<file path="src/rtl/tx_pkg.sv">
// Shared definitions for the transducer fire sequencer and its channel modules:
// broadcast command encodings and the sequencer state enum.
package tx_pkg;

    localparam logic [1:0] CMD_WAIT  = 2'b00;
    localparam logic [1:0] CMD_FIRE  = 2'b01;
    localparam logic [1:0] CMD_RESET = 2'b10;

    typedef enum logic [2:0] {
        IDLE = 3'd0,
        CLR  = 3'd1,
        ARM  = 3'd2,
        RUN  = 3'd3,
        STOP = 3'd4
    } state_t;

    // Command broadcast while the sequencer sits in a given state.
    function automatic logic [1:0] cmd_for(state_t s);
        case (s)
            CLR:      cmd_for = CMD_RESET;
            ARM, RUN: cmd_for = CMD_FIRE;
            default:  cmd_for = CMD_WAIT;
        endcase
    endfunction

endpackage

</file>
<file path="src/rtl/tx_err_collect.sv">
// Sticky error collection for the fire sequencer: latched channel errors,
// trigger-overrun flag, and detection of channel errors not yet latched.
module tx_err_collect
    import tx_pkg::*;
#(
    parameter int NUM_CH = 8
) (
    input  logic              clk,
    input  logic              rst_n,
    input  logic              enter_clr,
    input  logic              in_clr,
    input  logic              in_event,
    input  logic              trig,
    input  logic [NUM_CH-1:0] ch_error,
    output logic [NUM_CH-1:0] err_ch,
    output logic [NUM_CH-1:0] new_err,
    output logic              trig_ovr
);

    // Only channels not already flagged count as fresh; old trips never re-abort.
    always_comb begin
        new_err = ch_error & ~err_ch;
    end

    always_ff @(posedge clk or negedge rst_n) begin
        if (!rst_n) begin
            err_ch   <= '0;
            trig_ovr <= 1'b0;
        end else if (enter_clr) begin
            err_ch   <= '0;
            trig_ovr <= 1'b0;
        end else begin
            if (!in_clr) begin
                err_ch <= err_ch | ch_error;
            end
            if (in_event && trig) begin
                trig_ovr <= 1'b1;
            end
        end
    end

endmodule

</file>
<file path="src/rtl/tx_fire_sequencer.sv">
// Central fire-event controller: broadcasts channel commands, runs the shared
// time base, bounds each event with a timeout and reports done/error status.
module tx_fire_sequencer
    import tx_pkg::*;
#(
    parameter int NUM_CH  = 8,
    parameter int CNTR_W  = 32,
    parameter int TMO_W   = 20,
    parameter int MIN_RUN = 2
) (
    input  logic              clk,
    input  logic              rst_n,
    input  logic              trig,
    input  logic              abort,
    input  logic              clear_err,
    input  logic [TMO_W-1:0]  timeout_lim,
    input  logic [NUM_CH-1:0] ch_active,
    input  logic [NUM_CH-1:0] ch_error,
    output logic [1:0]        cmd,
    output logic [CNTR_W-1:0] cntr,
    output logic              busy,
    output logic              done,
    output logic              err_tmo,
    output logic [NUM_CH-1:0] err_ch,
    output logic              trig_ovr,
    output logic [15:0]       event_cnt
);

    state_t              state;
    state_t              next_state;
    logic [TMO_W-1:0]    rc;
    logic [TMO_W-1:0]    rc_nxt;
    logic [CNTR_W-1:0]   cntr_nxt;
    logic [1:0]          cmd_nxt;
    logic                busy_nxt;
    logic                done_nxt;
    logic                err_tmo_nxt;
    logic [15:0]         event_cnt_nxt;
    logic [NUM_CH-1:0]   new_err;
    logic [TMO_W:0]      lim_ext;
    logic [TMO_W:0]      rc_inc;
    logic                tmo_hit;
    logic                idle_hit;
    logic                enter_clr;
    logic                in_clr;
    logic                in_event;

    // A zero limit stands for the full 2^TMO_W range, hence one extra bit.
    assign lim_ext   = (timeout_lim == '0) ? {1'b1, {TMO_W{1'b0}}} : {1'b0, timeout_lim};
    assign rc_inc    = {1'b0, rc} + (TMO_W + 1)'(1);
    assign tmo_hit   = (state == RUN) && (rc_inc == lim_ext);
    assign idle_hit  = (rc >= TMO_W'(MIN_RUN - 1)) && (ch_active == '0);
    assign enter_clr = (next_state == CLR);
    assign in_clr    = (state == CLR);
    assign in_event  = (state == ARM) || (state == RUN) || (state == STOP);

    tx_err_collect #(
        .NUM_CH (NUM_CH)
    ) u_err_collect (
        .clk       (clk),
        .rst_n     (rst_n),
        .enter_clr (enter_clr),
        .in_clr    (in_clr),
        .in_event  (in_event),
        .trig      (trig),
        .ch_error  (ch_error),
        .err_ch    (err_ch),
        .new_err   (new_err),
        .trig_ovr  (trig_ovr)
    );

    always_ff @(posedge clk or negedge rst_n) begin
        if (!rst_n) begin
            state <= IDLE;
        end else begin
            state <= next_state;
        end
    end

    always_comb begin
        next_state = state;
        case (state)
            IDLE: begin
                if (clear_err) begin
                    next_state = CLR;
                end else if (trig && !abort) begin
                    next_state = ARM;
                end
            end
            CLR:  next_state = IDLE;
            ARM:  next_state = RUN;
            RUN: begin
                if (abort || (new_err != '0) || tmo_hit || idle_hit) begin
                    next_state = STOP;
                end
            end
            STOP:    next_state = IDLE;
            default: next_state = IDLE;
        endcase
    end

    // Next values for every registered output, derived from the transition.
    always_comb begin
        cmd_nxt       = cmd_for(next_state);
        busy_nxt      = (next_state == ARM) || (next_state == RUN) || (next_state == STOP);
        done_nxt      = (next_state == STOP);
        cntr_nxt      = '0;
        rc_nxt        = '0;
        err_tmo_nxt   = err_tmo;
        event_cnt_nxt = event_cnt;
        if ((state == RUN) && (next_state == RUN)) begin
            cntr_nxt = cntr + CNTR_W'(1);
            rc_nxt   = rc + TMO_W'(1);
        end else if (next_state == STOP) begin
            cntr_nxt = cntr;
        end
        if (enter_clr) begin
            err_tmo_nxt = 1'b0;
        end else if (tmo_hit) begin
            err_tmo_nxt = 1'b1;
        end
        if (done_nxt) begin
            event_cnt_nxt = event_cnt + 16'd1;
        end
    end

    always_ff @(posedge clk or negedge rst_n) begin
        if (!rst_n) begin
            cmd       <= CMD_WAIT;
            cntr      <= '0;
            rc        <= '0;
            busy      <= 1'b0;
            done      <= 1'b0;
            err_tmo   <= 1'b0;
            event_cnt <= '0;
        end else begin
            cmd       <= cmd_nxt;
            cntr      <= cntr_nxt;
            rc        <= rc_nxt;
            busy      <= busy_nxt;
            done      <= done_nxt;
            err_tmo   <= err_tmo_nxt;
            event_cnt <= event_cnt_nxt;
        end
    end

endmodule
</file>
<file path="config.mk">
export PLATFORM = sky130hd
export DESIGN_NAME = tx_fire_sequencer
export DESIGN_NICKNAME = d
export VERILOG_FILES = /design/src/rtl/tx_pkg.sv /design/src/rtl/tx_err_collect.sv /design/src/rtl/tx_fire_sequencer.sv
export SDC_FILE = /design/constraint.sdc
export NUM_CORES = 1
export LEC_CHECK = 0
export ABC_CLOCK_PERIOD_IN_PS = 5200
export BUFFER_PORTS_ARGS = -buffer_cell sky130_fd_sc_hd__clkbuf_2
export CORE_MARGIN = 3
export CORE_UTILIZATION = 44
export DETAILED_ROUTE_END_ITERATION = 8
export GPL_ROUTABILITY_DRIVEN = 1
export PLACE_DENSITY_LB_ADDON = 0.12
export SETUP_SLACK_MARGIN = 0.2
export SYNTH_ARGS = -nofsm -noshare
export SYNTH_HDL_FRONTEND = slang
export SYNTH_SLANG_ARGS = --single-unit
</file>
<file path="constraint.sdc">
create_clock -name clk -period 5.2 [get_ports clk]
set_clock_uncertainty 0.05 [all_clocks]
set_input_delay 0.52 -clock clk [delete_from_list [all_inputs] [get_ports clk]]
set_output_delay 0.52 -clock clk [all_outputs]
set_load 0.01 [all_outputs]
</file>
* After elaboration in Yosys (flattened, before gate mapping)
Cells that the tools add are included.
** Operators by class
- Shift-type cells :: 0
- Div/mod/pow operators :: 0
- Reductions and logical operators :: 20
- $lt $le $gt $ge :: 1
- Add/subtract/negate cells :: 4
- Equal/unequal tests :: 11
- Multiply operators :: 0
- Muxes and demuxes :: 15
- Bitwise operators :: 3
** Operators with widths (count)
- $mux W32 :: 2
- $add A32 B1 Y32 const B :: 1
- $add A20 B1 Y21 const B :: 1
- $eq A21 B21 Y1 :: 1
- $mux W21 :: 1
- $add A20 B1 Y20 const B :: 1
- $ge A20 B1 Y1 const B :: 1
- $logic_not A20 Y1 :: 1
- $mux W20 :: 1
- $add A16 B1 Y16 const B :: 1
- $mux W8 :: 2
- $eq A3 B2 Y1 const B :: 4
- $mux W3 :: 3
- $pmux W3 S3 :: 1
- $and A8 B8 Y8 :: 1
- $logic_not A8 Y1 :: 1
- $not A8 Y8 :: 1
- $or A8 B8 Y8 :: 1
- $reduce_bool A8 Y1 :: 1
- $logic_or A1 B1 Y1 :: 7
- $eq A3 B1 Y1 const B :: 2
- $eq A3 B3 Y1 const B :: 2
- $logic_and A1 B1 Y1 :: 5
- $mux W1 :: 4
- other kinds (7) :: 8
** Word-level totals
- Bits in writable memories :: 0
- Bits in read-only memories :: 0
- Bits in registers :: 85
- Logic and storage cells :: 64
- Bits in latches :: 0
- Memories kept :: 0
- Output and inout bits :: 62

* Logic depth before layout (Yosys ltp)
Gate-level depths: netlist (run 1).
- Depth after elaboration :: 11
- Mapped depth :: 11

* Modules after synthesis
A second synthesis (run 1) with hierarchy kept.
** Second synthesis, totals
- Cell total of the unflattened synthesis :: 570
- Area total of the unflattened synthesis :: 5188.7 sq um
** Modules (own cells, without submodules)
- tx_fire_sequencer :: instances 1, area each 4779.6 sq um, cells an instance 526, seq. area each 1901.8 sq um
- tx_err_collect :: instances 1, area each 409.1 sq um, cells an instance 44, seq. area each 225.2 sq um

* Least setup slack after synthesis (run 1)
Ideal clock, no wire load.
- Path kind :: reg-to-reg
- Start point :: register rc[0]
- End point :: register cntr[11]
- Data arrival time :: 2857 ps
- Period minus slack after synthesis :: 2985 ps
- Cell stages (with the launch flop) :: 11
- Path slack :: 2215 ps
- Path through :: dfrtp_1 -> ha_1 -> nand3_1 -> nor4_1 -> xnor2_1 -> xnor2_1 -> nor4b_4 -> a311o_1 -> buf_2 -> or4_1 -> a21oi_1
** On the way
- Longest elaborated chain between the ends :: 10
- Elaborated cells between the ends (all ways) :: 14
** RTL lines
- start, declared :: RTL line tx_fire_sequencer.sv:31 : logic [TMO_W-1:0] rc;
- start signal, assigned :: RTL line tx_fire_sequencer.sv:139 : rc <= rc_nxt;
- $add A20 B1 Y21 :: RTL line tx_fire_sequencer.sv:50 : assign rc_inc = {1'b0, rc} + (TMO_W + 1)'(1);
- $eq A21 B21 Y1 :: RTL line tx_fire_sequencer.sv:51 : assign tmo_hit = (state == RUN) && (rc_inc == lim_ext);
- $logic_and A1 B1 Y1 :: RTL line tx_fire_sequencer.sv:51
- $logic_or A1 B1 Y1 :: RTL line tx_fire_sequencer.sv:93 : if (abort || (new_err != '0) || tmo_hit || idle_hit) begin
- $logic_or A1 B1 Y1 * :: RTL line tx_fire_sequencer.sv:93
- $mux W3 * :: RTL line tx_fire_sequencer.sv:93
- $pmux W3 S3 * :: RTL line tx_fire_sequencer.sv:82 : case (state)
- $eq A3 B2 Y1 :: RTL line tx_fire_sequencer.sv:111 : if ((state == RUN) && (next_state == RUN)) begin
- $logic_and A1 B1 Y1 :: RTL line tx_fire_sequencer.sv:111
- $ne A2 B1 Y1 (no line) or $mux W32 (tied branches)
- end signal, assigned :: RTL line tx_fire_sequencer.sv:138 : cntr <= cntr_nxt;
- end, declared :: RTL line tx_fire_sequencer.sv:20 : output logic [CNTR_W-1:0] cntr,
Every way passes the cells marked *; elsewhere a longest branch is shown, timed or not.
A chain may end at the register's enable or synchronous reset.

* Worst setup path in the final report (run 1)
- Start point :: register rc[0]
- End point :: register event_cnt[1]
** On the way
- Longest elaborated chain between the ends :: 8
- Elaborated cells between the ends (all ways) :: 10
** RTL lines
- $add A20 B1 Y21 :: RTL line tx_fire_sequencer.sv:50
- $eq A21 B21 Y1 :: RTL line tx_fire_sequencer.sv:51
- $logic_and A1 B1 Y1 :: RTL line tx_fire_sequencer.sv:51
- $logic_or A1 B1 Y1 :: RTL line tx_fire_sequencer.sv:93
- $logic_or A1 B1 Y1 * :: RTL line tx_fire_sequencer.sv:93
- $mux W3 * :: RTL line tx_fire_sequencer.sv:93
- $pmux W3 S3 * :: RTL line tx_fire_sequencer.sv:82
- via next_state[2] :: RTL line tx_fire_sequencer.sv:30 : state_t next_state;
- $eq A3 B3 Y1 * :: RTL line tx_fire_sequencer.sv:106 : done_nxt = (next_state == STOP);
- end signal, assigned :: RTL line tx_fire_sequencer.sv:143 : event_cnt <= event_cnt_nxt;
- end, declared :: RTL line tx_fire_sequencer.sv:26 : output logic [15:0] event_cnt
The timed path passes the listed nets; every way through them passes the cells marked *.

==> results.sh, run 1 <==
export IMPL_slowest_delay_ns=0.60
export IMPL_start_util=0.461
export IMPL_num_io_pins=103
export IMPL_synth_cell_types=67
export IMPL_worstPathRequired_ns=5.38
export IMPL_r2r_start="rc[0]"
export IMPL_p_int_mw=1.29
export IMPL_cp_slowest_cell="a211oi_1"
export IMPL_placement_setup_worst_slack_ns=1.49
export IMPL_syn_avg_cell_area_sq_um=9.36
export IMPL_tns_ns=0
export IMPL_numPortBuffers=102
export IMPL_grt_max_degree=52
export IMPL_place_detailed_hpwl_mm=9.60
export IMPL_reg2reg_to="event_cnt[1]"
export IMPL_vias=4494
export IMPL_combPwrFrac=0.216
export IMPL_swShare=0.318
export IMPL_cts_root_buffer_cell="clkbuf_16"
export IMPL_nets=681
export IMPL_grt_pass1_vias=4347
export IMPL_period_share=0.722
export IMPL_wl_per_cell_um=17.0
export IMPL_die_width_um=114
export IMPL_synth_nets=592
export IMPL_grt_ovfl_total=0
export IMPL_area_growth_syn_to_layout_pct=17.7
export IMPL_vdd_drop_max_mv=0.223
export IMPL_busiest_layer="met2"
export IMPL_synth_async_reset_ratio=1.00
export IMPL_path_delay_family="simple AND/OR/NAND/NOR gates"
export IMPL_final_layout_size_suffix_gt1_frac=0.255
export IMPL_clock_power_share=0.353
export IMPL_cp_arrival_ns=3.94
export IMPL_grt_pass1_wl_mm=21.8
export IMPL_coreArea_sq_um=11100
export IMPL_tightest_slew_ns=0.975
export IMPL_drv_cap=0
export IMPL_hold_viol=0
export IMPL_crit_end="event_cnt[1]"
export IMPL_dr_pass1_iters=5
export IMPL_sequentialPowerShare=0.431
export IMPL_power_density_nw_per_um2=315
export IMPL_slew_violations=0
export IMPL_end_kind="flip-flop"
export IMPL_post_cts_resized=0
export IMPL_status="finished, final reports clean"
export IMPL_insertion_delay_ns=0.34
export IMPL_place_congestion=0.914
export IMPL_reg2reg_depth=10
export IMPL_grtUsageTotal=0.210
export IMPL_drc=0
export IMPL_crit_fanout=31
export IMPL_postCtsSetupBuffers=0
export IMPL_fin_ws_ns=1.44
export IMPL_synth_edf_count=0
export IMPL_r2r_slack_ns=1.44
export IMPL_worst_setup_path_type="flip-flop to flip-flop"
export IMPL_clk_pin_slew_ns=0.06
export IMPL_fp_dieH_um=114
export IMPL_met3_usage=0.0531
export IMPL_setup_viol=0
export IMPL_gr_usage_met2=0.333
export IMPL_power_leakage_nw=2.51
export IMPL_clockBufferDepth=2
export IMPL_switchingPower_uw=602
export IMPL_critPathBufInv=1
export IMPL_wirelength_mm=13.2
export IMPL_crit_path_start_kind="flip-flop"
export IMPL_relSlewSlack=0.350
export IMPL_ys_warn_count=0
export IMPL_insertedDiodeCount=0
export IMPL_drt_initial_drc_count=293
export IMPL_hold_buffers=0
export IMPL_seq_area_frac_synth=0.416
export IMPL_cts_htree_levels=3
export IMPL_antenna_found_initial=0
export IMPL_row_count=38
export IMPL_synth_flop_cell="dfrtp_1"
export IMPL_crit_chain="ha_1 > nand3_1 > nor3_1 > and3_1 > o311ai_0 > a211oi_1 > a31oi_4 > buf_4 > nor2_1 > mux2_2"
export IMPL_rsz0062_at_grt="no"
export IMPL_cts_tree="built"
export IMPL_use_met1=0.285
export IMPL_mostFrequentLayoutCells="clkbuf_2 (101), dfrtp_1 (85), nor2_1 (52)"
export IMPL_synth_seq_cells=85
export IMPL_die_area_sq_um=12900
export IMPL_via_per_inst=5.76
export IMPL_final_common_cell="clkbuf_2"
export IMPL_hold_path_class="input port to asynchronous set/reset pin"
export IMPL_period_minus_slack_ns=3.76
export IMPL_ant_nets=0
export IMPL_syn_inst=546
export IMPL_syn_area_sq_um=5110
export IMPL_startpoint="rc[0]"
export IMPL_path_depth=10
export IMPL_cts_sinks=85
export IMPL_numCtsBuffers=9
export IMPL_fmax_mhz=266
-- routing by layer --
metal	up-vias	part of all wire
met5	-	0
met4	0	0.014
met3	17	0.054
met2	124	0.48
met1	2181	0.45
li1	2172	-
-- synth_stat cells, drive strengths merged, types with 7 or more instances --
cell type / number / area (sq um)
nor2: 52 / 195
nor4: 33 / 272
clkbuf: 13 / 50.0
buf: 15 / 82.6
xnor2: 29 / 254
or3: 11 / 73.8
nor3: 15 / 75.1
dfrtp: 85 / 2130
inv: 39 / 146
o21ai: 8 / 40.0
a21oi: 31 / 155
nand3: 17 / 90.1
nand2: 35 / 131
and3: 11 / 68.8
a31o: 14 / 123
nor4b: 7 / 110
xor2: 19 / 166
nand4: 30 / 209
-- worst register-to-register path, delay by kind of cell, from the launching register on --
kind,cells,cell delay (ns)
adder cells (fa/ha/maj),1,0.31
AO/OA/AOI/OAI,3,0.92
flip-flops,1,0.51
AND/OR/NAND/NOR,4,1.21
multiplexers,1,0.37
buffers and inverters,1,0.30
-- power groups by stage --
stage	sequential, mW	combinational [mW]	clock [mW]
floorplan	0.848	0.221	0
global placement	0.826	0.410	0
detailed placement	0.829	0.416	0
CTS	0.817	0.419	0.686
global route	0.827	0.461	0.716
finish	0.817	0.410	0.669
-- cells by family after synthesis --
family                   after synthesis  synth area share
AO/OA/AOI/OAI                         94             0.134
XOR/XNOR                              50            0.0913
adder cells (fa/ha/maj)                5            0.0122
buffers and inverters                 67            0.0546
flip-flops                            85             0.416
multiplexers                           6            0.0120
AND/OR/NAND/NOR                      239             0.279
-- sequential cells by signal, indices dropped and copies added, names as in the netlist --
| register | count |
|---|---|
| busy | 1 |
| u_err_collect.err_ch | 8 |
| u_err_collect.trig_ovr | 1 |
| err_tmo | 1 |
| done | 1 |
| event_cnt | 16 |
| state | 3 |
| rc | 20 |
| cntr | 32 |
| cmd | 2 |
-- worst min-delay path by stage --
| stage | start | endpoint | slack, ns | cells past startpoint |
|---|---|---|---|---|
| detailed placement | event_cnt[15] | event_cnt[15] | 0.42 | 1 |
| finish | rst_n | rc[9] | 0.07 | 1 |
| global route | rst_n | rc[9] | 0.09 | 1 |
| floorplan | rst_n | busy | 0.17 | 0 |
| CTS | rst_n | rc[8] | 0.08 | 1 |
| global placement | event_cnt[15] | event_cnt[15] | 0.40 | 1 |
-- layout make-up --
cell class,instances,area (sq um)
Clock buffer,11,253
Clock inverter,5,58.8
Fill cell,1029,5060
Inverter,39,146
Multi-Input combinational cell,394,2710
Sequential cell,85,2130
Tap cell,140,175
Timing Repair Buffer,106,543
-- per-stage QoR --
step | power [mW] | utilization | cell area (sq um) | hold WS, ns | std cells
global placement | 1.24 | 0.515 | 5700 | 0.404 | 764
CTS | 1.92 | 0.543 | 6010 | 0.0843 | 780
detailed placement | 1.24 | 0.515 | 5700 | 0.416 | 764
global route | 2.00 | 0.543 | 6010 | 0.0927 | 780
floorplan | 1.07 | - | 5110 | 0.174 | 546
finish | 1.90 | 0.543 | 6010 | 0.0670 | 780
(Power assumes the default switching activity.)
==> run 2, diff against run 1 <==
--- a/config.mk
+++ b/config.mk
@@ -5,7 +5,8 @@
 export SDC_FILE = /design/constraint.sdc
 export NUM_CORES = 1
 export LEC_CHECK = 0
-export ABC_CLOCK_PERIOD_IN_PS = 5200
+export ABC_AREA = 1
+export ABC_CLOCK_PERIOD_IN_PS = 3400
 export BUFFER_PORTS_ARGS = -buffer_cell sky130_fd_sc_hd__clkbuf_2
 export CORE_MARGIN = 3
 export CORE_UTILIZATION = 44
==> constraint.sdc (replaced) <==
create_clock -name clk -period 3.4 [get_ports clk]
set_clock_uncertainty 0.05 [all_clocks]
set_input_delay 0.34 -clock clk [delete_from_list [all_inputs] [get_ports clk]]
set_output_delay 0.34 -clock clk [all_outputs]
set_load 0.01 [all_outputs]
==> run 2 against run 1 <==
  * Sequential power is 49% higher
  * Largest cell class unchanged
  * Synthesized cell count is 35% higher
  * Worst setup slack worse by 0.90 ns
  * Area after synthesis is 6.1% higher
  * Global-route usage is 1.7 points higher
  * Non-clock buffer count is 1 higher
==> results.sh, run 2 <==
export IMPL_numCtsBuffers=9
export IMPL_final_common_cell="nand2_1"
export IMPL_hold_buffers=0
export IMPL_insertion_delay_ns=0.35
export IMPL_setup_viol=0
export IMPL_dr_pass1_iters=5
export IMPL_grt_pass1_wl_mm=24.3
export IMPL_vias=5214
export IMPL_post_cts_resized=0
export IMPL_crit_path_start_kind="flip-flop"
export IMPL_hold_viol=0
export IMPL_post_dp_cell_area_sq_um=6050
export IMPL_start_util=0.463
export IMPL_place_congestion=0.976
export IMPL_tightest_slew_ns=1.11
export IMPL_end_kind="flip-flop"
export IMPL_design_area_sq_um=6370
export IMPL_clk_pin_slew_ns=0.06
export IMPL_hold_ws_ns=0.119
export IMPL_worst_setup_path_type="flip-flop to flip-flop"
export IMPL_reg_top3="cntr: 32 flops, rc: 20 flops, event_cnt: 16 flops"
export IMPL_die_width_um=117
export IMPL_cp_arrival_ns=3.07
export IMPL_r2r_start="rc[0]"
export IMPL_power_density_nw_per_um2=452
export IMPL_grt_pass1_vias=4986
export IMPL_period_share=0.841
export IMPL_fp_dieH_um=117
export IMPL_synth_async_reset_ratio=1.00
export IMPL_synth_most_common_cell="nand2_1"
export IMPL_fmax_mhz=350
export IMPL_num_io_pins=103
export IMPL_power_leakage_nw=2.91
export IMPL_synth_nets=781
export IMPL_postCtsSetupBuffers=0
export IMPL_wirelength_mm=14.7
export IMPL_drc=0
export IMPL_nFillCells=1154
export IMPL_final_util=0.544
export IMPL_tns_ns=0
export IMPL_layoutNonFillerInstCount=983
export IMPL_wl_per_cell_um=15.0
export IMPL_dp_cells=967
export IMPL_cts_root_buffer_cell="clkbuf_16"
export IMPL_worstPathRequired_ns=3.61
export IMPL_drv_cap=0
export IMPL_relSlewSlack=0.262
export IMPL_numPortBuffers=102
export IMPL_cts_htree_levels=3
export IMPL_drt_initial_drc_count=308
export IMPL_syn_area_sq_um=5420
export IMPL_antenna_found_initial=0
export IMPL_grtUsageTotal=0.227
export IMPL_synth_common_cells="nand2_1 (171), dfrtp_1 (85), inv_1 (85), nor2_1 (85), nand3_1 (70)"
export IMPL_rsz0062_at_grt="no"
export IMPL_coreArea_sq_um=11700
export IMPL_period_minus_slack_ns=2.86
export IMPL_die_area_sq_um=13700
export IMPL_largest_register="cntr"
export IMPL_crit_fanout=23
export IMPL_nets=881
export IMPL_hold_path_class="input port to asynchronous set/reset pin"
export IMPL_r2r_slack_ns=0.54
export IMPL_startpoint="rc[0]"
export IMPL_synth_flop_cell="dfrtp_1"
export IMPL_largest_reg_flops=32
export IMPL_slew_violations=0
export IMPL_cts_tree="built"
export IMPL_seq_area_frac_synth=0.392
export IMPL_yosysTopAreaCell="dfrtp_1"
export IMPL_synth_edf_count=0
export IMPL_status="finished, final reports clean"
export IMPL_ys_warn_count=0
export IMPL_final_layout_size_suffix_gt1_frac=0.194
export IMPL_cts_sinks=85
export IMPL_insertedDiodeCount=0
export IMPL_vdd_drop_max_mv=0.378
export IMPL_place_detailed_hpwl_mm=11.0
export IMPL_syn_inst=735
export IMPL_netlist_top_cells_area="dfrtp_1 (39%), nand2_1 (12%), nand3_1 (6.5%), inv_1 (5.9%), nor2_1 (5.9%)"
export IMPL_grt_ovfl_total=0
export IMPL_syn_avg_cell_area_sq_um=7.38
export IMPL_row_count=39
export IMPL_netlist_area_leader_share=0.392
export IMPL_via_per_inst=5.30
export IMPL_mostFrequentLayoutCells="nand2_1 (171), clkbuf_2 (101), inv_1 (85), nor2_1 (85), dfrtp_1 (85)"
export IMPL_clockBufferDepth=2
export IMPL_area_growth_syn_to_layout_pct=17.5
export IMPL_synth_seq_cells=85
export IMPL_ant_nets=0
export IMPL_synth_cell_types=34
export IMPL_grt_max_degree=86
run 2: worst paths after layout:
check	endpoint	depth (start not counted)
setup / recovery	cntr[10]	18
setup reg to reg	cntr[10]	18
min in group clk	state[0]	3
hold reg to reg	u_err_collect.trig_ovr	2
max in group asynchronous	rc[14]	1
hold / removal	rc[11]	1
run 2: metrics by stage:
step                setup slack, ns  total power, mW
finish                        0.542             2.88
global route                  0.282             3.05
CTS                           0.533             2.92
detailed placement            0.560             1.83
global placement              0.666             1.82
floorplan                      1.16             1.60
run 2: kinds of logic (layout without fill, tap and decap cells):
logic type | count (synthesis) | in the layout | synth area share
and+or+nand+nor | 423 | 423 | 0.365
buffers and inverters | 108 | 213 | 0.0847
DFF | 85 | 85 | 0.392
AOI/OAI and AO/OA | 63 | 63 | 0.0644
xor gates and xnor gates | 51 | 51 | 0.0824
adders and majority gates | 5 | 5 | 0.0115
run 2: metal layers:
layer / wire length (um) / part of all wire / up-vias / GRT usage
li1: - / - / 2588 / -
met1: 6630 / 0.45 / 2441 / 0.303
met2: 6810 / 0.46 / 162 / 0.357
met3: 1010 / 0.069 / 23 / 0.0663
met4: 257 / 0.017 / 0 / 0.0711
met5: 0 / 0 / - / 0
run 2: final cells by class:
cell class,count,area (sq um),area share
Clock buffer,10,229,0.0359
Clock inverter,6,87.6,0.0137
Inverter,90,338,0.0530
Multi-Input combinational cell,542,2850,0.447
Sequential cell,85,2130,0.334
Tap cell,143,179,0.0281
Timing Repair Buffer,107,563,0.0884
run 2: report_power, final:
part           switching, mW  total, mW  internal (mW)  leakage, nW
Combinational          0.391      0.593          0.202         1.61
Sequential            0.0965       1.22           1.12         1.16
Clock                  0.423       1.07          0.643        0.145
Total                  0.911       2.88           1.97         2.91
run 2: critical path: stages, from the launching register on:
cell and delay, ns:
dfrtp_1 0.46, inv_2 0.09, ha_1 0.32, inv_1 0.08, nand2_1 0.05, nand2_1 0.05, nand2_1 0.05, nor2_1 0.10
nand3_1 0.07, nor2_1 0.14, nand2_1 0.07, nor2_1 0.15, nand2_1 0.07, nor2_1 0.11, nand3_2 0.14, nand2_4 0.30
buf_4 0.28, nand3_1 0.09, o21ai_0 0.11
==> run 3, diff against run 2 <==
--- a/config.mk
+++ b/config.mk
@@ -6,7 +6,7 @@
 export NUM_CORES = 1
 export LEC_CHECK = 0
 export ABC_AREA = 1
-export ABC_CLOCK_PERIOD_IN_PS = 3400
+export ABC_CLOCK_PERIOD_IN_PS = 2550
 export BUFFER_PORTS_ARGS = -buffer_cell sky130_fd_sc_hd__clkbuf_2
 export CORE_MARGIN = 3
 export CORE_UTILIZATION = 44
==> constraint.sdc (replaced) <==
create_clock -name clk -period 2.55 [get_ports clk]
set_clock_uncertainty 0.05 [all_clocks]
set_input_delay 0.255 -clock clk [delete_from_list [all_inputs] [get_ports clk]]
set_output_delay 0.255 -clock clk [all_outputs]
set_load 0.01 [all_outputs]
==> run 3 against run 2 <==
  * Hold slack lost 0.012 ns
  * Fmax rose by 8.4%
  * Clock-buffer cell count did not move
  * First-iteration DRC count increased by 21%
  * Highest routed layer unchanged
  * Routed wire length up 12%
  * Total power is 37% higher
  * Sequential power is 33% higher
  * Sequential share of layout area fell by 3.8 points
  * Non-clock buffer count up 50
  * Critical endpoint is now rc[1]
  * Largest power group unchanged
  * Critical path type unchanged
  * The flow now finishes with violations (setup timing)
  * Via count grew 5.2%
==> results.sh, run 3 (same netlist as run 2, synthesis figures left out) <==
export IMPL_place_detailed_hpwl_mm=11.6
export IMPL_nFillCells=1077
export IMPL_crit_fanout=3
export IMPL_power_leakage_nw=3.29
export IMPL_setup_viol=41
export IMPL_path_delay_family="buffers and inverters"
export IMPL_mostFrequentLayoutCells="nand2_1 (159), clkbuf_2 (101), dfrtp_1 (83)"
export IMPL_relSlewSlack=0.493
export IMPL_design_area_sq_um=7190
export IMPL_final_common_cell="nand2_1"
export IMPL_slowest_delay_ns=0.36
export IMPL_post_dp_cell_area_sq_um=6190
export IMPL_status="complete, but fails checks"
export IMPL_ant_nets=0
export IMPL_layoutNonFillerInstCount=1035
export IMPL_dr_pass1_iters=5
export IMPL_rsz0062_at_grt="yes"
export IMPL_cts_sinks=85
export IMPL_reg_top3="cntr: 32 flops, rc: 20 flops, event_cnt: 16 flops"
export IMPL_die_area_sq_um=13700
export IMPL_multi_input_area_sq_um=3100
export IMPL_fp_dieH_um=117
export IMPL_crit_top_cell="buf_4"
export IMPL_dp_cells=977
export IMPL_area_growth_syn_to_layout_pct=32.5
export IMPL_drv_cap=0
export IMPL_grt_ovfl_total=0
export IMPL_grt_pass1_vias=5354
export IMPL_insertion_delay_ns=0.35
export IMPL_regArea_sq_um=2130
export IMPL_worstPathRequired_ns=2.78
export IMPL_hold_viol=0
export IMPL_grtUsageTotal=0.240
export IMPL_clk_pin_slew_ns=0.07
export IMPL_critPathBufInv=17
export IMPL_crit_chain="buf_4 > buf_6 > inv_4 > ha_4 > inv_2 > buf_4 > buf_4 > buf_4 > buf_4 > buf_4 > buf_4 > buf_4 > buf_4 > buf_4 > buf_4 > buf_4 > buf_4 > buf_6 > nor2_2"
export IMPL_grt_pass1_wl_mm=25.9
export IMPL_cts_htree_levels=3
export IMPL_worst_setup_path_type="flip-flop to flip-flop"
export IMPL_fmax_mhz=379
export IMPL_route_met2_wl_mm=7.70
export IMPL_insertedDiodeCount=0
export IMPL_placement_setup_worst_slack_ns=-0.0701
export IMPL_final_layout_size_suffix_gt1_frac=0.293
export IMPL_highest_layer="met4"
export IMPL_via_per_inst=5.30
export IMPL_wl_per_cell_um=15.9
export IMPL_cp_slowest_cell="dfrtp_1"
export IMPL_slew_violations=0
export IMPL_row_count=39
export IMPL_place_congestion=0.942
export IMPL_period_minus_slack_ns=2.64
export IMPL_largest_reg_flops=32
export IMPL_hold_path_class="input port to flip-flop"
export IMPL_power_density_nw_per_um2=549
export IMPL_met1_length_mm=7.61
export IMPL_violations="setup timing"
export IMPL_num_io_pins=103
export IMPL_clockBufferDepth=2
export IMPL_drc=0
export IMPL_vias=5485
export IMPL_vdd_drop_max_mv=0.465
export IMPL_drt_initial_drc_count=374
export IMPL_numPortBuffers=102
export IMPL_period_share=1.03
export IMPL_start_util=0.463
export IMPL_grt_max_degree=53
export IMPL_nets=933
export IMPL_crit_path_start_kind="flip-flop"
export IMPL_largest_register="cntr"
export IMPL_die_width_um=117
export IMPL_wirelength_mm=16.4
export IMPL_cts_tree="built"
export IMPL_coreArea_sq_um=11700
export IMPL_cts_root_buffer_cell="clkbuf_16"
export IMPL_antenna_found_initial=0
export IMPL_fin_ws_ns=-0.0872
export IMPL_end_kind="flip-flop"
export IMPL_numCtsBuffers=9
export IMPL_cp_arrival_ns=2.87
export IMPL_wl_met3_um=765
export IMPL_tightest_slew_ns=0.760
-- run 3: cell count changes in the layout (fill, tap and decap cells not counted), sizes merged --
| cell | change |
|---|---|
| buf | +46 |
| clkbuf | +3 |
| bufinv | -2 |
| nand2 | +2 |
| clkinvlp | +1 |
| dlygate4sd3 | +1 |
| inv | +1 |
-- run 3: where the power goes --
group,internal (mW),switching [mW]
clock,0.692,0.585
sequential,1.49,0.126
combinational,0.420,0.627
-- run 3: path summary, 6_finish.rpt --
path | startpoint | to | slack, ns | cells after the start
worst max-delay path | rc[1] | rc[1] | -0.09 | 19
worst min-delay path | clear_err | state[0] | 0.11 | 3
worst max register to register | rc[1] | rc[1] | -0.09 | 19
worst min register to register | u_err_collect.trig_ovr | u_err_collect.trig_ovr | 0.46 | 2
max in group asynchronous | rst_n | rc[0] | 1.40 | 3
min in group asynchronous | rst_n | rc[14] | 0.40 | 2
-- run 3: what timing repair did --
item                                    CTS  global route
endpoints found under the hold margin    42             0
hold buffers                              1             0
buffers inserted                         26             8
cloned                                    4             3
pin swaps                                16            22
endpoints found under the setup margin   75            75
gates resized for setup                  32            53
-- run 3: per-stage QoR --
step / hold WS, ns / TNS, ns / utilization / total power [mW]
global route: 0.128 / -12.48 / 0.614 / 4.14
global placement: 0.234 / -0.124 / 0.529 / 2.46
CTS: 0.101 / 0 / 0.588 / 3.90
floorplan: -0.0906 / 0 / - / 2.13
detailed placement: 0.243 / -1.24 / 0.529 / 2.49
finish: 0.107 / -0.834 / 0.614 / 3.94
-- run 3: metal layers --
layer	vias to the layer above	global-route usage
li1	2700	-
met1	2629	0.322
met2	132	0.387
met3	24	0.0504
met4	0	0.0849
met5	-	0
-- run 3: layout make-up --
type	count	share of cell area
clock buffers	10	0.0333
clock inverters	6	0.00662
inverters	90	0.0474
multi-input cells	544	0.431
flip-flops and latches	85	0.296
well taps	143	0.0249
repair buffers	157	0.161
-- run 3: tightest hold or removal path, stage by stage --
cell and delay (ns):
clkbuf_2 0.09, nand2_1 0.06, nand3_1 0.07
